[config.mk]
export PLATFORM = sky130hd
export DESIGN_NAME = serial_tx_scheduler
export DESIGN_NICKNAME = d
export VERILOG_FILES = /design/src/rtl/serial_tx_scheduler.sv
export SDC_FILE = /design/constraint.sdc
export NUM_CORES = 1
export LEC_CHECK = 0
export ABC_CLOCK_PERIOD_IN_PS = 4000
export BUFFER_PORTS_ARGS = -buffer_cell sky130_fd_sc_hd__buf_4
export CAP_MARGIN = 25
export CORE_ASPECT_RATIO = 1.5
export CORE_MARGIN = 3
export CORE_UTILIZATION = 50
export DETAILED_ROUTE_END_ITERATION = 16
export PLACE_DENSITY = 0.87
export SKIP_LAST_GASP = 1
export SLEW_MARGIN = 0
export SYNTH_ARGS = -nofsm -noshare
export SYNTH_HDL_FRONTEND = slang
export SYNTH_SLANG_ARGS = --single-unit
[constraint.sdc]
create_clock -name clk -period 4 [get_ports clk]
set_clock_uncertainty 0.05 [all_clocks]
set_input_delay 0.6 -clock clk [delete_from_list [all_inputs] [get_ports clk]]
set_output_delay 0.6 -clock clk [all_outputs]
set_load 0.005 [all_outputs]
[src/rtl/serial_tx_scheduler.sv]
// serial_tx_scheduler: two-requester round-robin arbiter that loads a byte and paces shift strobes for one frame
module serial_tx_scheduler #(
  parameter int CLKS_PER_BIT = 4,
  parameter int FRAME_BITS = 10
) (
  input  logic       clk,
  input  logic       reset,
  input  logic       req0,
  input  logic       req1,
  input  logic [7:0] data0,
  input  logic [7:0] data1,
  output logic       ack0,
  output logic       ack1,
  output logic [7:0] load_data,
  output logic       pload,
  output logic       shift_en,
  output logic       busy,
  output logic       grant_id
);
  typedef enum logic [1:0] {IDLE, LOAD, SHIFT} state_t;
  localparam logic [7:0] BAUD_END = 8'(CLKS_PER_BIT - 1);
  localparam logic [3:0] BITS_END = 4'(FRAME_BITS - 1);
  state_t state, state_n;
  logic [7:0] baud, baud_n, load_n;
  logic [3:0] bits, bits_n;
  logic last_grant, last_grant_n, grant_n, ack0_n, ack1_n, win;
  always_comb begin
    state_n = state;
    baud_n = baud;
    bits_n = bits;
    last_grant_n = last_grant;
    grant_n = grant_id;
    load_n = load_data;
    ack0_n = 1'b0;
    ack1_n = 1'b0;
    win = (req0 && req1) ? ~last_grant : req1;
    case (state)
      IDLE: if (req0 || req1) begin
        state_n = LOAD;
        last_grant_n = win;
        grant_n = win;
        load_n = win ? data1 : data0;
        ack0_n = ~win;
        ack1_n = win;
      end
      LOAD: begin
        state_n = SHIFT;
        baud_n = 8'd0;
        bits_n = 4'd0;
      end
      SHIFT: if (baud == BAUD_END) begin
        baud_n = 8'd0;
        bits_n = (bits == BITS_END) ? 4'd0 : bits + 4'd1;
        state_n = (bits == BITS_END) ? IDLE : SHIFT;
      end else baud_n = baud + 8'd1;
      default: state_n = IDLE;
    endcase
  end
  // outputs are registered from next-state values so they line up with the state they describe
  always_ff @(posedge clk) begin
    if (reset) begin
      state <= IDLE;
      baud <= 8'd0;
      bits <= 4'd0;
      last_grant <= 1'b1;
      grant_id <= 1'b0;
      load_data <= 8'h00;
      ack0 <= 1'b0;
      ack1 <= 1'b0;
      pload <= 1'b0;
      shift_en <= 1'b0;
      busy <= 1'b0;
    end else begin
      state <= state_n;
      baud <= baud_n;
      bits <= bits_n;
      last_grant <= last_grant_n;
      grant_id <= grant_n;
      load_data <= load_n;
      ack0 <= ack0_n;
      ack1 <= ack1_n;
      pload <= state_n == LOAD;
      shift_en <= state_n == SHIFT && baud_n == BAUD_END;
      busy <= state_n != IDLE;
    end
  end
endmodule

After elaboration in Yosys (flattened, before gate mapping):

Cells that the tools add are included.

* bits in registers: 29
* input port bits: 20
* output and inout port bits: 14
* word-level logic and storage cells: 45

* add/subtract/negate cells: 2
* eq/ne operators: 8
* muxes and demuxes: 11
* bitwise logic cells: 4
* reduce and logical (&&, ||, !) cells: 9

Operators with widths (count)
* 8-bit by 2-bit == test with 1-bit output (second input constant): 2
* 8-bit 2-to-1 mux: 2
* 8-bit one-hot mux with 2 select lines: 1
* 8-bit by 1-bit adder with 8-bit output (second input constant): 1
* 4-bit 2-to-1 mux: 2
* 4-bit one-hot mux with 2 select lines: 1
* 2-bit 2-to-1 mux: 3
* 2-bit one-hot mux with 3 select lines: 1
* 4-bit by 1-bit adder with 4-bit output (second input constant): 1
* 2-bit by 1-bit == test with 1-bit output (second input constant): 2
* 2-bit == test (second input constant): 2
* 4-bit == test (second input constant): 1
* 1-bit inverter: 4
* 2-bit AND reduction: 2
* 2-bit nonzero test: 2
* 3-bit OR reduction: 1
* 1-bit logical AND: 2
* 2-bit logical NOT: 1
* 2-bit inequality test (second input constant): 1
* 1-bit logical OR: 1
* 1-bit 2-to-1 mux: 1

Depth between registers and ports, before layout:

* depth after elaboration: 6
* mapped depth: 8
* depth with buffers taken out: 7

Least setup slack after synthesis:

Ideal clock, no wire load.

* path type: reg2reg
* start: register baud[0]
* end: register bits[2]
* data arrival time: 2207 ps
* required time: 3880 ps
* setup slack: 1673 ps
* stages on the path, launching flop included: 7
* cell sequence: dfxtp_1 -> ha_1 -> or4b_4 -> or4_1 -> buf_2 -> or3b_1 -> a21oi_1

* longest elaborated chain between the ends: 3

Ends and longest elaborated chain
* start, declared: RTL line 24 `logic [7:0] baud, baud_n, load_n;`
* start signal, assigned: RTL line 75 `baud <= baud_n;`
* 8-bit by 2-bit == test with 1-bit output: RTL line 51 `SHIFT: if (baud == BAUD_END) begin`
* 2-bit inequality test (no source line)
* 2-bit AND reduction (no source line)
* end signal, assigned: RTL line 76 `bits <= bits_n;`
* end, declared: RTL line 25 `logic [3:0] bits, bits_n;`

Every way passes these cells.
A chain may end at the register's enable or synchronous reset.

Worst setup path after layout:

* start: register baud[0]
* end: register shift_en

* longest elaborated chain between the ends: 5
* elaborated cells on any way between the ends: 9

Ends and longest elaborated chain
* 8-bit by 1-bit adder with 8-bit output / 8-bit by 2-bit == test with 1-bit output (equally long branches): RTL line 55, 51
* 8-bit 2-to-1 mux / 2-bit 2-to-1 mux (equally long branches): RTL line 51
* 8-bit one-hot mux with 2 select lines / 2-bit one-hot mux with 3 select lines (equally long branches): RTL line 37 `case (state)`
* 8-bit by 2-bit == test with 1-bit output / 2-bit == test (equally long branches): RTL line 83 `shift_en <= state_n == SHIFT && baud_n == BAUD_END;`
* 1-bit logical AND (*): RTL line 83
* end signal, assigned: RTL line 71 `shift_en <= 1'b0;`
* end signal, assigned: RTL line 83
* end, declared: RTL line 16 `output logic shift_en,`

Mark *: on every way between the ends. The rest lies on a longest branch, timed or not.

==> metrics.txt <==
result of the run finished, final reports clean; Diodes inserted 0; TritonCTS clock tree yes; fmax 396 MHz; CORE AREA 0.00253 sq mm; total chip power 0.944 mW; Final Hold Viols 0; beginning of the critical path baud[0]; PwrDens 542 mW/mm^2; Crit Path Max Fanout 7; die width 48.8 microns; layout cells sized above 1 0.249; fin worst setup slack 1.47 ns; GPL Wtd Cong 0.786; Area growth syn-to-layout 26.5%; fin util 0.688; register bit total from synthesis 29; Final HPWL DP 2340 microns; CP Data Arrival Time 2.71 ns; Die ar. 0.00343 sq mm; Setup TNS 0 ns; Vias/cell 5.46; Worst slew margin 0.732; IR drop worst, VDD 0.000389 V; WL final 2980 microns; antenna-violating nets left 0; max-slew violations 0; Clock power frac 0.263; Logic pwr share 0.333; sequential power share 0.404; ys async rst share 0; nature of the critical path endpoint flop; via count 1,229; initial antenna violation count 0; CP startpoint kind flop; Critical Path RT 4.19 ns; RSZ-0062 raised after global routing false; sw frac 0.313; Int Pwr 0.648 mW; row count 22; Post-Syn Instances 153; Total GRT Usage 0.194; fin crit share 0.631; Clock Pin Slew Worst Setup and Hold Paths 0.09 ns; # DRC 0; P_sw 0.296 mW; DRT Pass-1 Iters 4; final setup fails 0; P_leak 0.742 nW; Clock Sinks 29; post-synthesis average cell area 9.00 sq um; Max H-tree Level 2; Worst Tran Pin Value 0.398 ns; post-cts hold buffer count 0; synth warn 0; Fillers 224; Max-cap violations 0; post-synthesis sequential area ratio 0.422; Hold WC Path Type flop to flop; 1st-iter DRT viols 24; syn nets 180; synthesized cell area 0.00138 sq mm; first-pass GRT wire length 5190 microns; nets 215; CTS root buf clkbuf_4; Crit Path Class flop to flop; Starting Density 0.543; IO Pins 34; vias in the first global route 1,286; buffers added on ports 33; PostCTS Resize Cnt 0; total global routing overflow 0; die height 70.3 microns; Post-CTS Repair Setup Buffers 0; pre-CTS setup slack 1.46 ns; reg2reg start baud[0]; synth unique cells 43; cts bufs inserted 5; wire per inst 13.3 microns; top_reg_cell synth dfxtp_1; clk_lat worst skew 0.33 ns; largest net degree at the start of global routing 23; EDFF count, synth 0; Hold Path Origin grant_id; minimum clock period 2.53 ns; Max Root-Sink Buffers 2
[synthesized netlist by cell type, drive strengths merged (3+ instances only)]
cell type / n / area share
inv: 5 / 0.014
ha: 7 / 0.064
clkbuf: 5 / 0.014
o21ai: 4 / 0.015
a21oi: 7 / 0.025
xnor2: 3 / 0.019
nand2b: 3 / 0.014
nor2: 26 / 0.071
a211oi: 8 / 0.044
xor2: 3 / 0.019
dfxtp: 29 / 0.42
mux2i: 9 / 0.065
nand3: 3 / 0.011
nand2: 5 / 0.014
[path summary, 6_finish.rpt]
check | cells past startpoint | end | slack [ns]
worst max-delay path | 6 | shift_en | 1.47
worst min register to register | 2 | grant_id | 0.45
worst max register to register | 6 | shift_en | 1.47
worst min-delay path | 2 | grant_id | 0.45
[through the flow]
| stage | area (sq um) | std cells | hold slack (ns) |
|---|---|---|---|
| final | 1740 | 225 | 0.448 |
| after global routing | 1740 | 225 | 0.474 |
| after CTS | 1740 | 225 | 0.440 |
| after detailed placement | 1660 | 217 | 0.427 |
| after global placement | 1660 | 217 | 0.406 |
| after floorplan | 1380 | 153 | 0.404 |
[cell type report]
class / instances / area [sq um] / share of cell area
clock buffer: 7 / 55.1 / 0.0316
sequential: 29 / 581 / 0.333
tap: 36 / 45.0 / 0.0259
timing repair buffer: 35 / 263 / 0.151
multi-input combinational: 112 / 749 / 0.430
clock inverter: 1 / 30.0 / 0.0172
inverter: 5 / 18.8 / 0.0108
[registers in the layout (all words and copies together) (netlist names)]
name / cells
pload: 1
shift_en: 1
state: 2
ack0: 1
load_data: 8
bits: 4
ack1: 1
last_grant: 1
grant_id: 1
busy: 1
baud: 8
[placed cells by master (no fill, tap or decap), drive strengths merged, types with 3 or more instances in the layout]
| cell | Yosys | final |
|---|---|---|
| a21oi | 7 | 7 |
| ha | 7 | 7 |
| nand2 | 5 | 5 |
| dfxtp | 29 | 29 |
| buf | 2 | 35 |
| nand3 | 3 | 3 |
| a211oi | 8 | 8 |
| clkbuf | 5 | 7 |
| nor2 | 26 | 26 |
| xor2 | 3 | 3 |
| mux2i | 9 | 9 |
| o21ai | 4 | 4 |
| inv | 5 | 5 |
| xnor2 | 3 | 3 |
| nand2b | 3 | 3 |
[worst max-delay path, cell delays in order (launching register included)]
cell	delay, ns
dfxtp_1	0.42
ha_1	0.26
or4b_4	0.51
or4_1	0.64
o211ai_1	0.18
nand2_1	0.13
nor4_1	0.24
[metal layers]
| layer | GRT usage | share of wire | vias to the layer above |
|---|---|---|---|
| met1 | 0.168 | 0.38 | 566 |
| met4 | 0.0759 | 0.015 | 0 |
| met3 | 0.0768 | 0.077 | 9 |
| met5 | 0 | 0 | - |
| met2 | 0.381 | 0.53 | 43 |
| li1 | - | - | 611 |
[power by group through the flow]
stage / sequential, mW / clock, mW / combinational, mW
after floorplan: 0.386 / 0 / 0.187
after global placement: 0.383 / 0 / 0.306
after detailed placement: 0.387 / 0 / 0.315
after CTS: 0.381 / 0.252 / 0.317
after global routing: 0.387 / 0.268 / 0.353
final: 0.381 / 0.249 / 0.314
[cells by family (layout without fill, tap and decap cells)]
kind of cell	after synthesis	in the layout	share of synthesized area
flops	29	29	0.422
buf+inv	12	48	0.0336
fa+ha+maj	7	7	0.0636
xor+xnor	6	6	0.0382
simple gates	59	59	0.226
mux	9	9	0.0655
compound gates	31	31	0.151
Power figures use the tool's default switching activity.
